## src/rtl/mem_bus_bridge_if.sv

```systemverilog
// Core data-port and external req/ack bus bundle around mem_bus_bridge.
// master = the bridge itself; slave = the core and external memory facing it.
interface mem_bus_bridge_if;
    localparam int unsigned AW = 32;
    localparam int unsigned DW = 32;

    logic          core_ren;
    logic          core_wen;
    logic [AW-1:0] core_addr;
    logic [DW-1:0] core_wdata;
    logic [DW-1:0] core_rdata;
    logic          core_stall;

    logic          bus_req;
    logic          bus_we;
    logic [AW-1:0] bus_addr;
    logic [DW-1:0] bus_wdata;
    logic          bus_ack;
    logic [DW-1:0] bus_rdata;

    modport master (
        input  core_ren, core_wen, core_addr, core_wdata, bus_ack, bus_rdata,
        output core_rdata, core_stall, bus_req, bus_we, bus_addr, bus_wdata
    );

    modport slave (
        output core_ren, core_wen, core_addr, core_wdata, bus_ack, bus_rdata,
        input  core_rdata, core_stall, bus_req, bus_we, bus_addr, bus_wdata
    );
endinterface

```

## src/rtl/mem_bus_bridge.sv

```systemverilog
// Data-memory bridge: zero-wait local MMIO (LED, cycle counter, status) and
// external accesses over a req/ack bus guarded by a timeout watchdog.
module mem_bus_bridge #(
    parameter int unsigned TIMEOUT  = 16,
    parameter logic [31:0] ERR_DATA = 32'hDEADBEEF
) (
    input  logic             clk,
    input  logic             rst_n,
    mem_bus_bridge_if.master mbus,
    output logic [15:0]      led,
    output logic             bus_err
);
    localparam int unsigned TW       = (TIMEOUT > 1) ? $clog2(TIMEOUT) : 1;
    localparam logic [TW-1:0] TMO_LAST = TW'(TIMEOUT - 1);
    localparam logic [5:0]    OFS_LED  = 6'd0;
    localparam logic [5:0]    OFS_CYC  = 6'd1;
    localparam logic [5:0]    OFS_STAT = 6'd2;

    typedef enum logic [1:0] {
        IDLE = 2'd0,
        REQ  = 2'd1,
        DONE = 2'd2
    } state_t;

    state_t        state_q, state_d;
    logic [TW-1:0] tmo_cnt;
    logic [31:0]   cycle_cnt;
    logic [31:0]   rdata_q;
    logic          bus_req_q, bus_we_q;
    logic [31:0]   bus_addr_q, bus_wdata_q;

    logic          access, is_local;
    logic [5:0]    offset;
    logic [31:0]   local_rdata;
    logic [31:0]   core_rdata_c;
    logic          core_stall_c;
    logic          start, ack_take, tmo_hit, local_we;
    logic          unused_addr_lsb;

    // Held in reset the core cannot be stalled, even if its request lines linger.
    assign access   = rst_n & (mbus.core_ren | mbus.core_wen);
    assign is_local = (mbus.core_addr[31:8] == 24'hFFFFFF);
    assign offset   = mbus.core_addr[7:2];
    assign unused_addr_lsb = ^mbus.core_addr[1:0];

    // Local register read mux
    always_comb begin
        local_rdata = 32'h0;
        case (offset)
            OFS_LED:  local_rdata = {16'h0, led};
            OFS_CYC:  local_rdata = cycle_cnt;
            OFS_STAT: local_rdata = {31'h0, bus_err};
            default:  local_rdata = 32'h0;
        endcase
    end

    always_ff @(posedge clk or negedge rst_n) begin
        if (!rst_n) begin
            state_q <= IDLE;
        end else begin
            state_q <= state_d;
        end
    end

    // Next state, stall and read-data steering
    always_comb begin
        state_d      = state_q;
        core_stall_c = 1'b0;
        core_rdata_c = 32'h0;
        start        = 1'b0;
        ack_take     = 1'b0;
        tmo_hit      = 1'b0;
        local_we     = 1'b0;
        case (state_q)
            IDLE: begin
                if (access) begin
                    if (is_local) begin
                        core_rdata_c = local_rdata;
                        local_we     = mbus.core_wen;
                    end else begin
                        core_stall_c = 1'b1;
                        start        = 1'b1;
                        state_d      = REQ;
                    end
                end
            end
            REQ: begin
                core_stall_c = 1'b1;
                if (mbus.bus_ack) begin
                    ack_take = 1'b1;
                    state_d  = DONE;
                end else if (tmo_cnt == TMO_LAST) begin
                    tmo_hit = 1'b1;
                    state_d = DONE;
                end
            end
            DONE: begin
                core_rdata_c = bus_we_q ? 32'h0 : rdata_q;
                state_d      = IDLE;
            end
            default: state_d = IDLE;
        endcase
    end

    // External request launch, hold, completion capture and watchdog
    always_ff @(posedge clk or negedge rst_n) begin
        if (!rst_n) begin
            bus_req_q   <= 1'b0;
            bus_we_q    <= 1'b0;
            bus_addr_q  <= 32'h0;
            bus_wdata_q <= 32'h0;
            tmo_cnt     <= '0;
            rdata_q     <= 32'h0;
        end else begin
            if (start) begin
                bus_req_q   <= 1'b1;
                bus_we_q    <= mbus.core_wen;
                bus_addr_q  <= {mbus.core_addr[31:2], 2'b00};
                bus_wdata_q <= mbus.core_wdata;
                tmo_cnt     <= '0;
            end
            if (ack_take || tmo_hit) begin
                bus_req_q <= 1'b0;
                tmo_cnt   <= '0;
            end else if (state_q == REQ) begin
                tmo_cnt <= tmo_cnt + TW'(1);
            end
            if (ack_take && !bus_we_q) begin
                rdata_q <= mbus.bus_rdata;
            end
            if (tmo_hit) begin
                rdata_q <= ERR_DATA;
            end
        end
    end

    always_ff @(posedge clk or negedge rst_n) begin
        if (!rst_n) begin
            cycle_cnt <= 32'h0;
        end else begin
            cycle_cnt <= cycle_cnt + 32'd1;
        end
    end

    // MMIO registers; a timeout set beats a same-cycle clear
    always_ff @(posedge clk or negedge rst_n) begin
        if (!rst_n) begin
            led     <= 16'h0;
            bus_err <= 1'b0;
        end else begin
            if (local_we && offset == OFS_LED) begin
                led <= mbus.core_wdata[15:0];
            end
            if (tmo_hit) begin
                bus_err <= 1'b1;
            end else if (local_we && offset == OFS_STAT && mbus.core_wdata[0]) begin
                bus_err <= 1'b0;
            end
        end
    end

    assign mbus.core_rdata = core_rdata_c;
    assign mbus.core_stall = core_stall_c;
    assign mbus.bus_req    = bus_req_q;
    assign mbus.bus_we     = bus_we_q;
    assign mbus.bus_addr   = bus_addr_q;
    assign mbus.bus_wdata  = bus_wdata_q;
endmodule

```

## src/flat_wrapper.sv

```systemverilog
// flat-port wrapper written by rule: the top's interface ports become plain ports
module mem_bus_bridge_flat 
#(
    parameter int unsigned TIMEOUT  = 16,
    parameter logic [31:0] ERR_DATA = 32'hDEADBEEF
)
  (clk, rst_n, led, bus_err, mbus_core_ren, mbus_core_wen, mbus_core_addr, mbus_core_wdata, mbus_bus_ack, mbus_bus_rdata, mbus_core_rdata, mbus_core_stall, mbus_bus_req, mbus_bus_we, mbus_bus_addr, mbus_bus_wdata);
  mem_bus_bridge_if mbus_i ();
  input  logic clk;
  input  logic rst_n;
  output logic [15:0] led;
  output logic bus_err;
  input wire logic [$bits(mbus_i.core_ren)-1:0] mbus_core_ren;
  input wire logic [$bits(mbus_i.core_wen)-1:0] mbus_core_wen;
  input wire logic [$bits(mbus_i.core_addr)-1:0] mbus_core_addr;
  input wire logic [$bits(mbus_i.core_wdata)-1:0] mbus_core_wdata;
  input wire logic [$bits(mbus_i.bus_ack)-1:0] mbus_bus_ack;
  input wire logic [$bits(mbus_i.bus_rdata)-1:0] mbus_bus_rdata;
  output wire logic [$bits(mbus_i.core_rdata)-1:0] mbus_core_rdata;
  output wire logic [$bits(mbus_i.core_stall)-1:0] mbus_core_stall;
  output wire logic [$bits(mbus_i.bus_req)-1:0] mbus_bus_req;
  output wire logic [$bits(mbus_i.bus_we)-1:0] mbus_bus_we;
  output wire logic [$bits(mbus_i.bus_addr)-1:0] mbus_bus_addr;
  output wire logic [$bits(mbus_i.bus_wdata)-1:0] mbus_bus_wdata;
  assign mbus_i.core_ren = mbus_core_ren;
  assign mbus_i.core_wen = mbus_core_wen;
  assign mbus_i.core_addr = mbus_core_addr;
  assign mbus_i.core_wdata = mbus_core_wdata;
  assign mbus_i.bus_ack = mbus_bus_ack;
  assign mbus_i.bus_rdata = mbus_bus_rdata;
  assign mbus_core_rdata = mbus_i.core_rdata;
  assign mbus_core_stall = mbus_i.core_stall;
  assign mbus_bus_req = mbus_i.bus_req;
  assign mbus_bus_we = mbus_i.bus_we;
  assign mbus_bus_addr = mbus_i.bus_addr;
  assign mbus_bus_wdata = mbus_i.bus_wdata;
  mem_bus_bridge #(.TIMEOUT(TIMEOUT), .ERR_DATA(ERR_DATA)) u_core (.clk(clk), .rst_n(rst_n), .mbus(mbus_i), .led(led), .bus_err(bus_err));
endmodule
```

## config.mk

```make
export PLATFORM = sky130hd
export DESIGN_NAME = mem_bus_bridge_flat
export DESIGN_NICKNAME = d
export VERILOG_FILES = /design/src/rtl/mem_bus_bridge_if.sv /design/src/rtl/mem_bus_bridge.sv /design/src/flat_wrapper.sv
export SDC_FILE = /design/constraint.sdc
export NUM_CORES = 1
export LEC_CHECK = 0
export CAP_MARGIN = 20
export CORE_MARGIN = 2
export CORE_UTILIZATION = 48
export CTS_BUF_LIST = sky130_fd_sc_hd__clkbuf_4
export DETAILED_ROUTE_END_ITERATION = 7
export MAX_ROUTING_LAYER = met4
export PLACE_DENSITY = 0.83
export RECOVER_POWER = 100
export SLEW_MARGIN = 40
export SYNTH_ARGS = -nofsm -noshare
export SYNTH_HDL_FRONTEND = slang
export SYNTH_SLANG_ARGS = --single-unit
```

## constraint.sdc

```tcl
create_clock -name clk -period 2.35 [get_ports clk]
set_input_delay 0.3525 -clock clk [delete_from_list [all_inputs] [get_ports clk]]
set_output_delay 0.3525 -clock clk [all_outputs]
set_load 0.02 [all_outputs]
```

Yosys cells after proc, flatten, opt, wreduce, memory -nomap -nowiden. Cells that the tools add are included.

Bits in registers: 151. Bits of input ports: 101. Output and inout bits: 116. Logic and storage cells: 67.

Add/subtract/negate cells: 2. Eq/ne operators: 9. Mux-type cells: 31. Bitwise logic cells: 2. Reductions and logical operators: 13.

Operators by type and width (number): $mux W32 (5); $pmux W32 S3 (1); $pmux W32 S2 (1); $add A32 B1 Y32 const B (1); $eq A24 B24 Y1 const B (1); $mux W1 (15); $mux W4 (3); $mux W2 (4); $eq A6 B1 Y1 const B (1); $eq A6 B2 Y1 const B (1); $logic_not A6 Y1 (1); $reduce_bool A2 Y1 (3); $add A4 B1 Y4 const B (1); $eq A4 B4 Y1 const B (1); $logic_and A1 B1 Y1 (4); $pmux W2 S2 (1); $ne A3 B2 Y1 const B (1); $reduce_and A3 Y1 (1); $reduce_bool A3 Y1 (1); $eq A2 B1 Y1 const B (1); $eq A2 B2 Y1 const B (1); $logic_not A2 Y1 (1); $ne A2 B1 Y1 const B (1); $ne A2 B2 Y1 const B (1); other kinds (5) (5).

Logic depth before layout (Yosys ltp).
Word-level depth: 8. Mapped depth: 6. Gate-level depth less buffers: 5.

Worst setup path before layout. OpenSTA, ideal clock, no wires.

Path type: input to output. Start: input port mbus_core_addr[5]. End: output port mbus_core_rdata[10]. Arrival time: 2.122 ns. Data required time: 1.997 ns. Setup slack: -0.124 ns. Stages: 5. Buffers on the path: 1. Cells stage by stage: or4_4 nor3b_4 clkbuf_1 a22oi_1 o21ai_0.

Cells in the longest elaborated chain, start to end: 5. Elaborated cells between the ends (all ways): 7. Classes of those cells: eq/ne: 2; mux: 4; reduce/logical: 1.

Ends and longest elaborated chain: start, declared (line flat_wrapper.sv:15) `input wire logic [$bits(mbus_i.core_addr)-1:0] mbus_core_addr;`; $eq A6 B2 Y1 (tied with other cells) (line mem_bus_bridge.sv:49) `case (offset)`; $pmux W32 S3 * (line mem_bus_bridge.sv:49); $mux W32 * (line mem_bus_bridge.sv:77) `if (is_local) begin`; $mux W32 * (line mem_bus_bridge.sv:76) `if (access) begin`; $pmux W32 S2 * (line mem_bus_bridge.sv:74) `case (state_q)`; end, declared (line flat_wrapper.sv:19) `output wire logic [$bits(mbus_i.core_rdata)-1:0] mbus_core_rdata;`.

Every way passes the cells marked *; elsewhere a longest branch is shown, timed or not.

Worst setup path in the final report.
Start: input port mbus_core_addr[24]. End: output port mbus_core_rdata[28].

Cells in the longest elaborated chain, start to end: 4.

Ends and longest elaborated chain: $eq A24 B24 Y1 (line mem_bus_bridge.sv:42) `assign is_local = (mbus.core_addr[31:8] == 24'hFFFFFF);`; $mux W32 (line mem_bus_bridge.sv:77); $mux W32 (line mem_bus_bridge.sv:76); $pmux W32 S2 (line mem_bus_bridge.sv:74).

No other way between the ends.

==> metrics.cfg <==
[timing]
tns_ns = -4.96
slew_headroom_pct = 22.9
holdWs_ns = 0.0739
worst_pin_slew_ns = 1.16
clock-skew-final_ns = 0.00995
setup_viol = 32
fin_crit_sh_pct = 108
setup_slack_ns = -0.194
min_period_ns = 2.54
rsz0062_at_grt = true
hold_viol_final = 0
fmax_mhz = 393
drv_slew = 0

[layout]
final_cells = 1001
syn_to_final_growth_pct = 48.3
drive_above_1_share_pct = 25.7
fillers = 909
fin_nets = 914

[clock_tree]
clock-sinks = 151
cts_root_buffer = clkbuf_4
path_clk_slew_ns = 0.11
cts_buffers = 17
cts_tree = done
clk_latency_ns = 0.55
clock_tree.buffer_depth = 2
cts.htree.levels = 4

[pwr]
powerDensity_nw_per_um2 = 832
power_mw = 8.16
leakage_nw = 4.25
peakVddDrop_v = 0.000638

[floorplanning]
initial_core_util_pct = 49.6
die_h_um = 121
fp-row-count = 42
dieWidth_um = 121
core-area_sq_um = 13300
die_area_sq_um = 14700
ios = 217

[placement]
place_congestion = 0.828
hpwl_mm = 12.9
port_buffers = 212
numPlacedInstances = 958

[synthesis]
avgSynthCellArea_sq_um = 11.7
ys_types = 40
synth_enable_flop_cells = 0
yosysTopAreaCellShare_pct = 57.1
yosys.area.top_type = dfrtp_1
synth_area_leaders = dfrtp_1 (57%), mux2_2 (12%), nor2_1 (3.2%), xnor2_1 (3.0%), mux2_4 (2.3%)
async_flop_share_pct = 100
ys_seq_area_share_pct = 57.1
synth_area_sq_um = 6620
ys_seq_elements = 151
syn_inst = 563
yosys_warnings = 0
synth_common_cells = dfrtp_1 (151), mux2_2 (69), nor2_1 (57), nand2_1 (32), o21ai_0 (30)
yosysMostFrequentCell = dfrtp_1
yosys_most_used_dff = dfrtp_1

[global_route]
antenna_found_initial = 0
grt_usage_pct = 26.7
grt_pass1_wl_mm = 29.4
first_global_vias = 5861
grt_max_degree = 86
grt_overflow = 0

[status]
status = complete, but fails checks
violations = setup timing

[drt]
wirelength_mm = 18.4
dr.first_iter.drc_count = 316
vias_per_cell = 5.43
drc = 0
final_antenna_net_count = 0
avgRoutedWirePerCell_um = 18.4
vias = 5433
drt-pass1-iter-count = 5

[setup_path]
r2r_start = u_core.state_q[0]
cp_slowest_cell = clkdlybuf4s50_1
cp.depth = 7
path_cells = clkdlybuf4s50_1 -> nand4_1 -> nor4_4 -> and4_4 -> buf_12 -> a22o_1 -> buf_6
path_delay_family = simple AND/OR/NAND/NOR gates
cp-start-kind = input port
worst_setup_path_end_kind = output pin
cp-startpoint = mbus_core_addr[24]
crit_type = in2out
cp.arrival_ns = 2.19
max_stage_delay_ns = 0.51
reg2reg_to = u_core.mbus.bus_wdata[23]
critPathCapture = mbus_core_rdata[28]
cp.required_ns = 2.00
rrSetupSlack_ns = 0.34
critical_path.max_fanout = 8
path_buf_inv = 3
r2r_cells = 6

[job]
drv_cap = 0

[hold_path]
min_path_type = in2reg

area by class of cell:
class / count / area [sq um] / area share (%)
sequential: 151 / 3780 / 38.5
inverter: 14 / 52.6 / 0.536
clock buffer: 19 / 143 / 1.45
multi-input combinational: 370 / 2820 / 28.8
clock inverter: 13 / 136 / 1.39
antenna: 1 / 2.50 / 0.0255
tap: 176 / 220 / 2.25
timing repair buffer: 257 / 2650 / 27.0
kinds of logic (layout without fill, tap and decap cells):
family                     Yosys count  after routing  synth area share [%]
other                                1              3                0.0567
and+or+nand+nor                    159            159                  12.2
buffers and inverters               43            303                  2.86
DFF                                151            151                  57.1
AOI/OAI and AO/OA                   97             97                  9.23
xor gates and xnor gates            30             30                  3.97
adders and majority gates            2              2                 0.378
muxes                               80             80                  14.2
power by group:
| part | switching [mW] | total (mW) | internal, mW |
|---|---|---|---|
| Combinational | 1.37 | 2.88 | 1.51 |
| Sequential | 0.402 | 3.69 | 3.28 |
| Clock | 0.862 | 1.60 | 0.735 |
| Total | 2.64 | 8.16 | 5.52 |
stage by stage:
| step | setup slack [ns] | util, % | instance area, sq um |
|---|---|---|---|
| floorplan | 0.0262 | - | 6620 |
| global placement | -0.740 | 68.9 | 9200 |
| detailed placement | -0.782 | 69.0 | 9210 |
| CTS | -0.265 | 72.4 | 9660 |
| global route | -0.303 | 73.5 | 9810 |
| finish | -0.194 | 73.5 | 9810 |
how the worst min path moves through the flow:
| stage | depth (start not counted) | endpoint | slack [ns] | start |
|---|---|---|---|---|
| floorplan | 0 | u_core.bus_err | 0.06 | rst_n |
| global placement | 1 | u_core.cycle_cnt[31] | 0.47 | u_core.cycle_cnt[31] |
| detailed placement | 1 | u_core.cycle_cnt[31] | 0.47 | u_core.cycle_cnt[31] |
| CTS | 2 | u_core.mbus.bus_addr[4] | 0.13 | mbus_core_addr[4] |
| global route | 2 | u_core.mbus.bus_addr[5] | 0.04 | mbus_core_addr[5] |
| finish | 2 | u_core.mbus.bus_addr[30] | 0.07 | mbus_core_addr[30] |
worst register-to-register path, delay by kind of cell (launching register included):
kind	cells	cell delay, ns
AOI/OAI and AO/OA	2	0.61
buffers and inverters	2	0.24
DFF	1	0.41
muxes	1	0.43
and+or+nand+nor	1	0.21
flip-flops by register name, summed over array words and instances (netlist names):
name                   cells
u_core.bus_err             1
u_core.cycle_cnt          32
u_core.led                16
u_core.mbus.bus_addr      30
u_core.mbus.bus_req        1
u_core.mbus.bus_wdata     32
u_core.mbus.bus_we         1
u_core.rdata_q            32
u_core.state_q             2
u_core.tmo_cnt             4
metal layers:
| metal | wire length (um) | vias up | share of wire (%) | track usage [%] |
|---|---|---|---|---|
| met2 | 9510 | 205 | 52 | 45.2 |
| li1 | - | 2504 | - | - |
| met3 | 940 | 31 | 5.1 | 5.40 |
| met5 | 0 | - | 0 | - |
| met1 | 7590 | 2693 | 41 | 31.4 |
| met4 | 391 | 0 | 2.1 | 10.3 |
cells in the final DEF (no fill, tap or decap), types with 3 or more instances in the layout:
cell,count
nor3_1,5
nand4_1,22
o21ai_0,13
mux2_4,10
clkinv_1,5
dlygate4sd2_1,3
a21oi_1,27
mux2_2,69
dfrtp_1,151
and3_1,5
xor2_1,7
dlymetal6s2s_1,5
bufinv_16,3
buf_6,40
clkdlybuf4s50_1,170
clkbuf_4,20
a22oi_1,15
buf_4,27
o21ai_2,8
xnor2_1,23
clkinv_2,4
a22o_1,16
nand2_1,32
nor4_1,3
buf_12,8
nand3_1,20
inv_1,14
o21ai_4,9
nor2_1,57
repair_timing:
| action | 4_1_cts | 5_1_grt |
|---|---|---|
| buffers inserted | 3 | 3 |
| pin swaps | 18 | 14 |
| setup endpoints to repair | 33 | 33 |
| cloned | 3 | 0 |
| hold buffers | 1 | 0 |
| hold endpoints to repair | 84 | 0 |
| gates resized for setup | 233 | 27 |
Note: power is estimated with default switching activity, not from simulation.
